[src/rtl/response_collector.sv]
// Response collector: FWFT buffer for hash-table responses, re-emitted to the host
// as PACKET_LEN-word packets with early close on flush, plus saturating status counters.
module response_collector #(
  parameter int RESP_WIDTH = 32,
  parameter int FIFO_DEPTH = 16,
  parameter int PACKET_LEN = 8,
  parameter int CNT_WIDTH  = 16
) (
  input  logic                          clk,
  input  logic                          reset,
  input  logic [RESP_WIDTH-1:0]         data_i,
  input  logic                          valid_i,
  output logic                          ready_o,
  output logic [RESP_WIDTH-1:0]         m_data_o,
  output logic                          m_valid_o,
  output logic                          m_last_o,
  input  logic                          m_ready_i,
  input  logic                          flush_i,
  input  logic                          clear_stats_i,
  output logic [CNT_WIDTH-1:0]          cnt_total_o,
  output logic [CNT_WIDTH-1:0]          cnt_key_present_o,
  output logic [CNT_WIDTH-1:0]          cnt_not_found_o,
  output logic [CNT_WIDTH-1:0]          cnt_no_space_o,
  output logic [CNT_WIDTH-1:0]          cnt_no_del_o,
  output logic [$clog2(FIFO_DEPTH):0]   fifo_level_o
);

  localparam int AW = $clog2(FIFO_DEPTH);
  localparam int LW = AW + 1;
  localparam int PW = (PACKET_LEN > 1) ? $clog2(PACKET_LEN) : 1;
  localparam logic [PW-1:0] PKT_MAX = PW'(PACKET_LEN - 1);

  localparam logic [0:0] ST_RUN   = 1'b0;
  localparam logic [0:0] ST_DRAIN = 1'b1;

  logic [RESP_WIDTH-1:0] r_mem [FIFO_DEPTH];
  logic [AW-1:0]         r_wptr;
  logic [AW-1:0]         r_rptr;
  logic [LW-1:0]         r_level;
  logic [PW-1:0]         r_pkt;
  logic [0:0]            r_state;
  logic [CNT_WIDTH-1:0]  r_cnt_total;
  logic [CNT_WIDTH-1:0]  r_cnt_key;
  logic [CNT_WIDTH-1:0]  r_cnt_nf;
  logic [CNT_WIDTH-1:0]  r_cnt_ns;
  logic [CNT_WIDTH-1:0]  r_cnt_nd;

  logic                  w_in_acc;
  logic                  w_out_acc;
  logic [LW-1:0]         w_level_nxt;

  function automatic logic [CNT_WIDTH-1:0] stat_next(
    input logic [CNT_WIDTH-1:0] cur,
    input logic                 clr,
    input logic                 hit
  );
    logic [CNT_WIDTH-1:0] base;
    base = clr ? '0 : cur;
    if (hit && (base != '1))
      base = base + CNT_WIDTH'(1);
    return base;
  endfunction

  assign ready_o   = (r_state == ST_RUN) && (r_level < LW'(FIFO_DEPTH));
  assign m_valid_o = (r_level != '0);
  assign m_data_o  = r_mem[r_rptr];
  assign m_last_o  = m_valid_o &&
                     ((r_pkt == PKT_MAX) || ((r_state == ST_DRAIN) && (r_level == LW'(1))));

  assign w_in_acc  = valid_i && ready_o;
  assign w_out_acc = m_valid_o && m_ready_i;

  always_comb begin
    w_level_nxt = r_level;
    if (w_in_acc && !w_out_acc)
      w_level_nxt = r_level + LW'(1);
    else if (!w_in_acc && w_out_acc)
      w_level_nxt = r_level - LW'(1);
  end

  // Storage carries no reset; occupancy and pointers define what is valid.
  always_ff @(posedge clk) begin
    if (w_in_acc)
      r_mem[r_wptr] <= data_i;
  end

  always_ff @(posedge clk) begin
    if (reset) begin
      r_wptr  <= '0;
      r_rptr  <= '0;
      r_level <= '0;
    end else begin
      if (w_in_acc)
        r_wptr <= r_wptr + AW'(1);
      if (w_out_acc)
        r_rptr <= r_rptr + AW'(1);
      r_level <= w_level_nxt;
    end
  end

  // A flush that would leave the FIFO empty closes the packet without entering DRAIN,
  // so DRAIN always has a word left to carry the closing m_last_o.
  always_ff @(posedge clk) begin
    if (reset) begin
      r_state <= ST_RUN;
      r_pkt   <= '0;
    end else begin
      if (w_out_acc)
        r_pkt <= m_last_o ? '0 : r_pkt + PW'(1);
      case (r_state)
        ST_RUN: begin
          if (flush_i) begin
            if (w_level_nxt != '0)
              r_state <= ST_DRAIN;
            else
              r_pkt <= '0;
          end
        end
        default: begin
          if (w_out_acc && (r_level == LW'(1)))
            r_state <= ST_RUN;
        end
      endcase
    end
  end

  always_ff @(posedge clk) begin
    if (reset) begin
      r_cnt_total <= '0;
      r_cnt_key   <= '0;
      r_cnt_nf    <= '0;
      r_cnt_ns    <= '0;
      r_cnt_nd    <= '0;
    end else begin
      r_cnt_total <= stat_next(r_cnt_total, clear_stats_i, w_in_acc);
      r_cnt_key   <= stat_next(r_cnt_key,   clear_stats_i, w_in_acc && data_i[31]);
      r_cnt_nf    <= stat_next(r_cnt_nf,    clear_stats_i, w_in_acc && data_i[30]);
      r_cnt_ns    <= stat_next(r_cnt_ns,    clear_stats_i, w_in_acc && data_i[29]);
      r_cnt_nd    <= stat_next(r_cnt_nd,    clear_stats_i, w_in_acc && data_i[28]);
    end
  end

  assign cnt_total_o       = r_cnt_total;
  assign cnt_key_present_o = r_cnt_key;
  assign cnt_not_found_o   = r_cnt_nf;
  assign cnt_no_space_o    = r_cnt_ns;
  assign cnt_no_del_o      = r_cnt_nd;
  assign fifo_level_o      = r_level;

endmodule

[config.mk]
export PLATFORM = sky130hd
export DESIGN_NAME = response_collector
export DESIGN_NICKNAME = d
export VERILOG_FILES = /design/src/rtl/response_collector.sv
export SDC_FILE = /design/constraint.sdc
export NUM_CORES = 1
export LEC_CHECK = 0
export CAP_MARGIN = 20
export CORE_UTILIZATION = 59
export CTS_CLUSTER_SIZE = 25
export DETAILED_ROUTE_END_ITERATION = 8
export PLACE_DENSITY = 0.84
export SKIP_LAST_GASP = 1
export SLEW_MARGIN = 20
export SYNTH_ARGS = -nofsm -noshare
export SYNTH_HDL_FRONTEND = slang
export SYNTH_SLANG_ARGS = --single-unit
[constraint.sdc]
create_clock -name clk -period 4.8 [get_ports clk]
set_clock_uncertainty 0.15 [all_clocks]
set_input_delay 0.48 -clock clk [delete_from_list [all_inputs] [get_ports clk]]
set_output_delay 0.48 -clock clk [all_outputs]
set_load 0.01 [all_outputs]
* After elaboration in Yosys (flattened, before gate mapping)
Memories as Yosys holds them, arrays and structs flattened. A register that Yosys moved wholly into a read port is not among the register bits. Cells that the tools add are included.
Storage, ports and cells: flip-flop bits (word level) 97, memory bits (writable) 512, input port bits 38, output and inout port bits 120, logic and storage cells 77, memories kept 1
Memory list:
- r_mem | words 16, width 32, read ports 1, clocked after Yosys merged registers in 1, wr ports 1, line 36 | logic [RESP_WIDTH-1:0] r_mem [FIFO_DEPTH];
Operators by class: $add $sub $neg 10, magnitude comparators 1, equality and inequality tests 7, multiplexer cells 25, bitwise operators 1, reductions and logical operators 22
Operators with widths (number):
- 2-to-1 mux 16 bit | 10
- adder 16 x 1 -> 16 bit (second input constant) | 5
- inequality test 16 bit (second input constant) | 5
- logical AND 1 bit | 17
- 2-to-1 mux 3 bit | 5
- 2-to-1 mux 5 bit | 2
- nonzero test 5 bit | 2
- adder 4 x 1 -> 4 bit (second input constant) | 2
- 2-to-1 mux 4 bit | 2
- 2-to-1 mux 1 bit | 6
- adder 5 x 1 -> 5 bit (second input constant) | 1
- == test 5 x 1 -> 1 bit (second input constant) | 1
- less-than comparator 5 bit (second input constant) | 1
- subtractor 5 x 1 -> 5 bit (second input constant) | 1
- adder 3 x 1 -> 3 bit (second input constant) | 1
- == test 3 bit (second input constant) | 1
- zero test 1 bit | 2
- logical OR 1 bit | 1
- NOT 1 bit | 1

* Logic depth before layout (Yosys ltp)
Gate-level depths: netlist (run 1).
word-level depth 11, depth in mapped cells 11, gate-level depth less buffers 8

* Least setup slack after synthesis (run 1)
Ideal clock, no wire load.
path type register to register, start reg r_level[4] (netlist: fifo_level_o[4]), end mem r_mem[3][0], enable pin, library setup time 0.461 ns, data arrival time 3.365 ns, required time 4.189 ns, path slack 0.824 ns, stages on the path, launching flop included 6, buffers on the path 2, period minus slack after synthesis 3.976 ns, cell sequence dfxtp_1 buf_6 nor3b_4 buf_2 nand2_1 nor3_1
Between the ends: word-level cells in the longest chain between the ends 5
RTL lines:
- start, declared | line 39 | logic [LW-1:0] r_level;
- start signal, assigned | line 97 | r_level <= w_level_nxt;
- less-than comparator 5 bit | line 64 | assign ready_o = (r_state == ST_RUN) && (r_level < LW'(FIFO_DEPTH));
- logical AND 1 bit | line 64
- logical AND 1 bit | line 70 | assign w_in_acc = valid_i && ready_o;
- 2-to-1 mux 1 bit | line 83 | if (w_in_acc)
- 2-to-1 mux 1 bit (not written as such) | line 84 | r_mem[r_wptr] <= data_i;
- end, declared | line 36
Every way passes these cells.

==> results of run 1 <==
## layout make-up
class                      count  share of cell area [%]
sequential                   613                    60.9
multi-input combinational    647                    23.5
timing repair buffer         193                    6.73
clock buffer                  71                    5.28
tap                          525                    2.30
clock inverter                38                    1.16
inverter                       8                   0.105
antenna                        1                 0.00875
## path summary, 6_finish.rpt
kind	start	to	slack, ps	depth (start not counted)
worst max-delay path	flip-flop	m_data_o[0]	610	4
worst min-delay path	reset	cnt_key_present_o[9]	130	4
worst max register to register	fifo_level_o[4]	r_mem[6][15]	1890	5
worst min register to register	cnt_key_present_o[6]	cnt_key_present_o[6]	350	1
## stage by stage
stage | util [%] | setup slack (ps) | hold slack [ps] | instance area (um^2)
3_5_place_dp | 66.6 | 1320 | 336 | 26800
3_3_place_gp | 66.6 | 1350 | 322 | 26800
6_report | 71.2 | 614 | 127 | 28600
4_1_cts | 71.1 | 561 | 93.4 | 28600
5_1_grt | 71.1 | 462 | 148 | 28600
2_1_floorplan | - | 824 | 318 | 24300
## power by group
group,internal (mW),total [mW],switching (mW)
registers,5.96,6.17,0.209
clock network,2.51,4.50,2.00
logic,1.18,2.21,1.03
## kinds of logic (layout without fill, tap and decap cells)
family | count (synthesis) | after routing
fa+ha+maj | 16 | 16
xor+xnor | 68 | 68
simple gates | 348 | 348
mux | 165 | 165
other cells | 0 | 1
flops | 613 | 613
compound gates | 50 | 50
buf+inv | 68 | 310
## per-layer routing
| layer | share of wire (%) | global-route usage [%] |
|---|---|---|
| met3 | 9.2 | 6.00 |
| met1 | 37 | 36.7 |
| met4 | 2.6 | 9.39 |
| met2 | 51 | 49.3 |
| met5 | 0 | 0 |
## synthesized netlist by cell type (3+ instances only)
| cell | count | share of area (%) |
|---|---|---|
| sky130_fd_sc_hd__or3_1 | 5 | 0.13 |
| sky130_fd_sc_hd__nor2_1 | 108 | 1.7 |
| sky130_fd_sc_hd__xor2_1 | 23 | 0.83 |
| sky130_fd_sc_hd__nand4bb_1 | 3 | 0.14 |
| sky130_fd_sc_hd__nand2_1 | 59 | 0.91 |
| sky130_fd_sc_hd__inv_1 | 7 | 0.11 |
| sky130_fd_sc_hd__and4_1 | 6 | 0.22 |
| sky130_fd_sc_hd__and3_1 | 13 | 0.33 |
| sky130_fd_sc_hd__mux2i_1 | 5 | 0.21 |
| sky130_fd_sc_hd__nand4b_1 | 8 | 0.29 |
| sky130_fd_sc_hd__a31oi_1 | 6 | 0.15 |
| sky130_fd_sc_hd__o21ai_0 | 7 | 0.14 |
| sky130_fd_sc_hd__buf_1 | 10 | 0.15 |
| sky130_fd_sc_hd__and3b_1 | 3 | 0.11 |
| sky130_fd_sc_hd__buf_6 | 3 | 0.14 |
| sky130_fd_sc_hd__a21oi_1 | 15 | 0.31 |
| sky130_fd_sc_hd__clkbuf_1 | 36 | 0.56 |
| sky130_fd_sc_hd__nand4_1 | 31 | 0.80 |
| sky130_fd_sc_hd__nand3_1 | 13 | 0.27 |
| sky130_fd_sc_hd__nor3_1 | 19 | 0.39 |
| sky130_fd_sc_hd__nor2b_1 | 25 | 0.64 |
| sky130_fd_sc_hd__ha_1 | 16 | 0.82 |
| sky130_fd_sc_hd__xnor2_1 | 45 | 1.6 |
| sky130_fd_sc_hd__mux4_2 | 160 | 15 |
| sky130_fd_sc_hd__and2_1 | 3 | 0.077 |
| sky130_fd_sc_hd__a211oi_1 | 3 | 0.093 |
| sky130_fd_sc_hd__dfxtp_1 | 101 | 8.3 |
| sky130_fd_sc_hd__nor4_1 | 8 | 0.21 |
| sky130_fd_sc_hd__buf_2 | 11 | 0.23 |
| sky130_fd_sc_hd__nand2b_1 | 26 | 0.67 |
| sky130_fd_sc_hd__edfxtp_1 | 512 | 63 |
| sky130_fd_sc_hd__nor3_2 | 3 | 0.12 |
| sky130_fd_sc_hd__nand3b_1 | 3 | 0.093 |
## state kept, by name, summed over array words and instances, names as in the netlist, named ones only
signal,flops
cnt_key_present_o,16
cnt_no_del_o,16
cnt_no_space_o,16
cnt_not_found_o,16
cnt_total_o,16
fifo_level_o,5
r_mem,512
r_pkt,3
r_rptr,4
r_state,1
r_wptr,4
## worst min-delay path, stage by stage
cell and delay (ps):
sky130_fd_sc_hd__buf_2 90, sky130_fd_sc_hd__inv_1 120, sky130_fd_sc_hd__o21ai_0 110, sky130_fd_sc_hd__nor2_1 50
==> summary.md, run 1 <==
| Metric | Value |
|---|---|
| Run status | finished, final reports clean |
| Max stage delay cell, worst path | sky130_fd_sc_hd__dfxtp_4 |
| Area fraction in compound gates after synthesis | 1.36% |
| Routability cong. | 0.849 |
| Horiz. Die Dim | 205 um |
| Vias/cell | 6.41 |
| Share of synthesized flip-flops with an asynchronous set or reset | 0% |
| Detailed placer's ending HPWL | 31900 um |
| Later-pin clock latency in the skew report | 620 ps |
| Placed instance count | 1986 |
| H-tree Lvls | 2 |
| Number of enable-type register cells in the synthesized netlist | 512 |
| Buf/Inv on CP | 2 |
| Endpoint required time on the critical path | 4170 ps |
| Placement Rows | 73 |
| CTS tree | yes |
| CTS Buf Count | 58 |
| Final hold vios | 0 |
| DRC violation count after routing | 0 |
| Wire length of the first global-routing pass | 86900 um |
| Number of antenna-violating nets in the routed design | 0 |
| Router iterations before antenna repair | 7 |
| Crit Path Class | reg2out |
| Commonest non-fill, non-tap cell in the layout | sky130_fd_sc_hd__edfxtp_1 |
| Number of flip-flops and latches in the synthesized netlist | 613 |
| Unrepaired setup endpoints after global routing | no |
| Worst max-slew margin expressed relative to the limit | 29.7% |
| Signed area change from the synthesized netlist to the final layout | 17.6% |
| FF/Latch Area | 17400 um^2 |
| Synthesized netlist net count | 1382 |
| Simple-Gate Fraction of Synth Area | 7.58% |
| Overall power of the completed layout | 12.9 mW |
| Synth warnings | 0 |
| Total power divided by cell area | 450 nW/um^2 |
| Worst hold path class | in2reg |
| Setup violations, final | 0 |
| Clock Pin Slew Worst Setup and Hold Paths | 70 ps |
| Max Clk Rate | 239 MHz |
| CP cell instances | buf_12 > mux4_2 > mux4_2 > clkdlybuf4s50_1 |
| Avg WL per Cell | 28.2 um |
| Ratio of final minimum period to clock period | 87.2% |
| Worst supply voltage drop on vdd | 0.255 mV |
| Combined area of the multi-input logic cells | 6730 um^2 |
| Non-filler cells, final | 2096 |
| Critical Path Start Type | flip-flop |
| Vertical die dimension | 205 um |
| Buffer count from post-CTS setup fixing | 0 |
| Top FF cell, synth | sky130_fd_sc_hd__edfxtp_1 |
| Starting utilization of the core area | 60.5% |
| Clk sinks | 613 |
| Vias after detailed routing | 13.4k |
| Leak | 8.91 nW |
| Number of slew-limit violations in the final report | 0 |
| Core Region | 40200 um^2 |
| DRC marker count from the first detailed-route iteration | 1235 |
| Xor and xnor fraction of the mapped netlist area | 2.45% |
| Proportion of layout cells with a drive suffix above 1 | 19.6% |
| Number of instances resized during post-cts repair | 0 |
| Largest delay share family, worst path | multiplexers |
| Count of pins on the block boundary | 158 |
| Kind of end point of the critical path | output port |
| Maximum count of clock buffers along a single path | 3 |
| Area share of fa/ha/maj cells after synthesis | 0.823% |
| Most used cell along the critical path | sky130_fd_sc_hd__mux4_2 |
| Transition at the pin with the smallest max-transition slack | 1050 ps |
| Filler cell count in the final layout | 2332 |
| Number of standard cells after synthesis | 1328 |
| Largest net degree at the start of global routing | 66 |
| Initial antenna violation count | 0 |
| Worst-path maximum fanout | 39 |
| Post-route setup TNS | 0 ps |
| MaxCap Viol Count | 0 |
| PortBufs | 157 |
| Post-synthesis instance area | 24300 um^2 |
| Synth unique cells | 58 |
| Arrival time of the worst setup path | 3560 ps |
| Nets | 1575 |
| Most frequent cells in the layout | 512 x sky130_fd_sc_hd__edfxtp_1, 160 x sky130_fd_sc_hd__mux4_2, 156 x sky130_fd_sc_hd__clkdlybuf4s50_1, 97 x sky130_fd_sc_hd__dfxtp_1, 96 x sky130_fd_sc_hd__nor2_1 |
| Sum of routed wire length over all layers | 59000 um |
| CTS Root Buffer Type | sky130_fd_sc_hd__clkbuf_16 |
| Minimum period implied by the final worst setup slack | 4190 ps |
| Average size of a mapped cell | 18.3 um^2 |
| Post-synthesis mux area share | 15.0% |
| Largest incremental delay on the critical path | 900 ps |
| Dominant combinational cell family by area after synthesis | multiplexers |
| Final global-route overflow total | 0 |
| Via count of the first global-routing pass | 13.8k |
| Total Die Area | 42000 um^2 |
| Sequential share of the synthesized area | 71.6% |
| GRT Resource Usage Total | 28.8% |
| Hold buffers post-CTS | 0 |
Power figures use the tool's default switching activity.
==> run 2, diff against run 1 <==
--- a/config.mk
+++ b/config.mk
@@ -7,7 +7,7 @@
 export LEC_CHECK = 0
 export CAP_MARGIN = 20
 export CORE_UTILIZATION = 59
-export CTS_CLUSTER_SIZE = 25
+export CTS_CLUSTER_SIZE = 28
 export DETAILED_ROUTE_END_ITERATION = 8
 export PLACE_DENSITY = 0.84
 export SKIP_LAST_GASP = 1
==> results of run 2 <==
Final layout, timing and power as in run 1 (identical DEF).
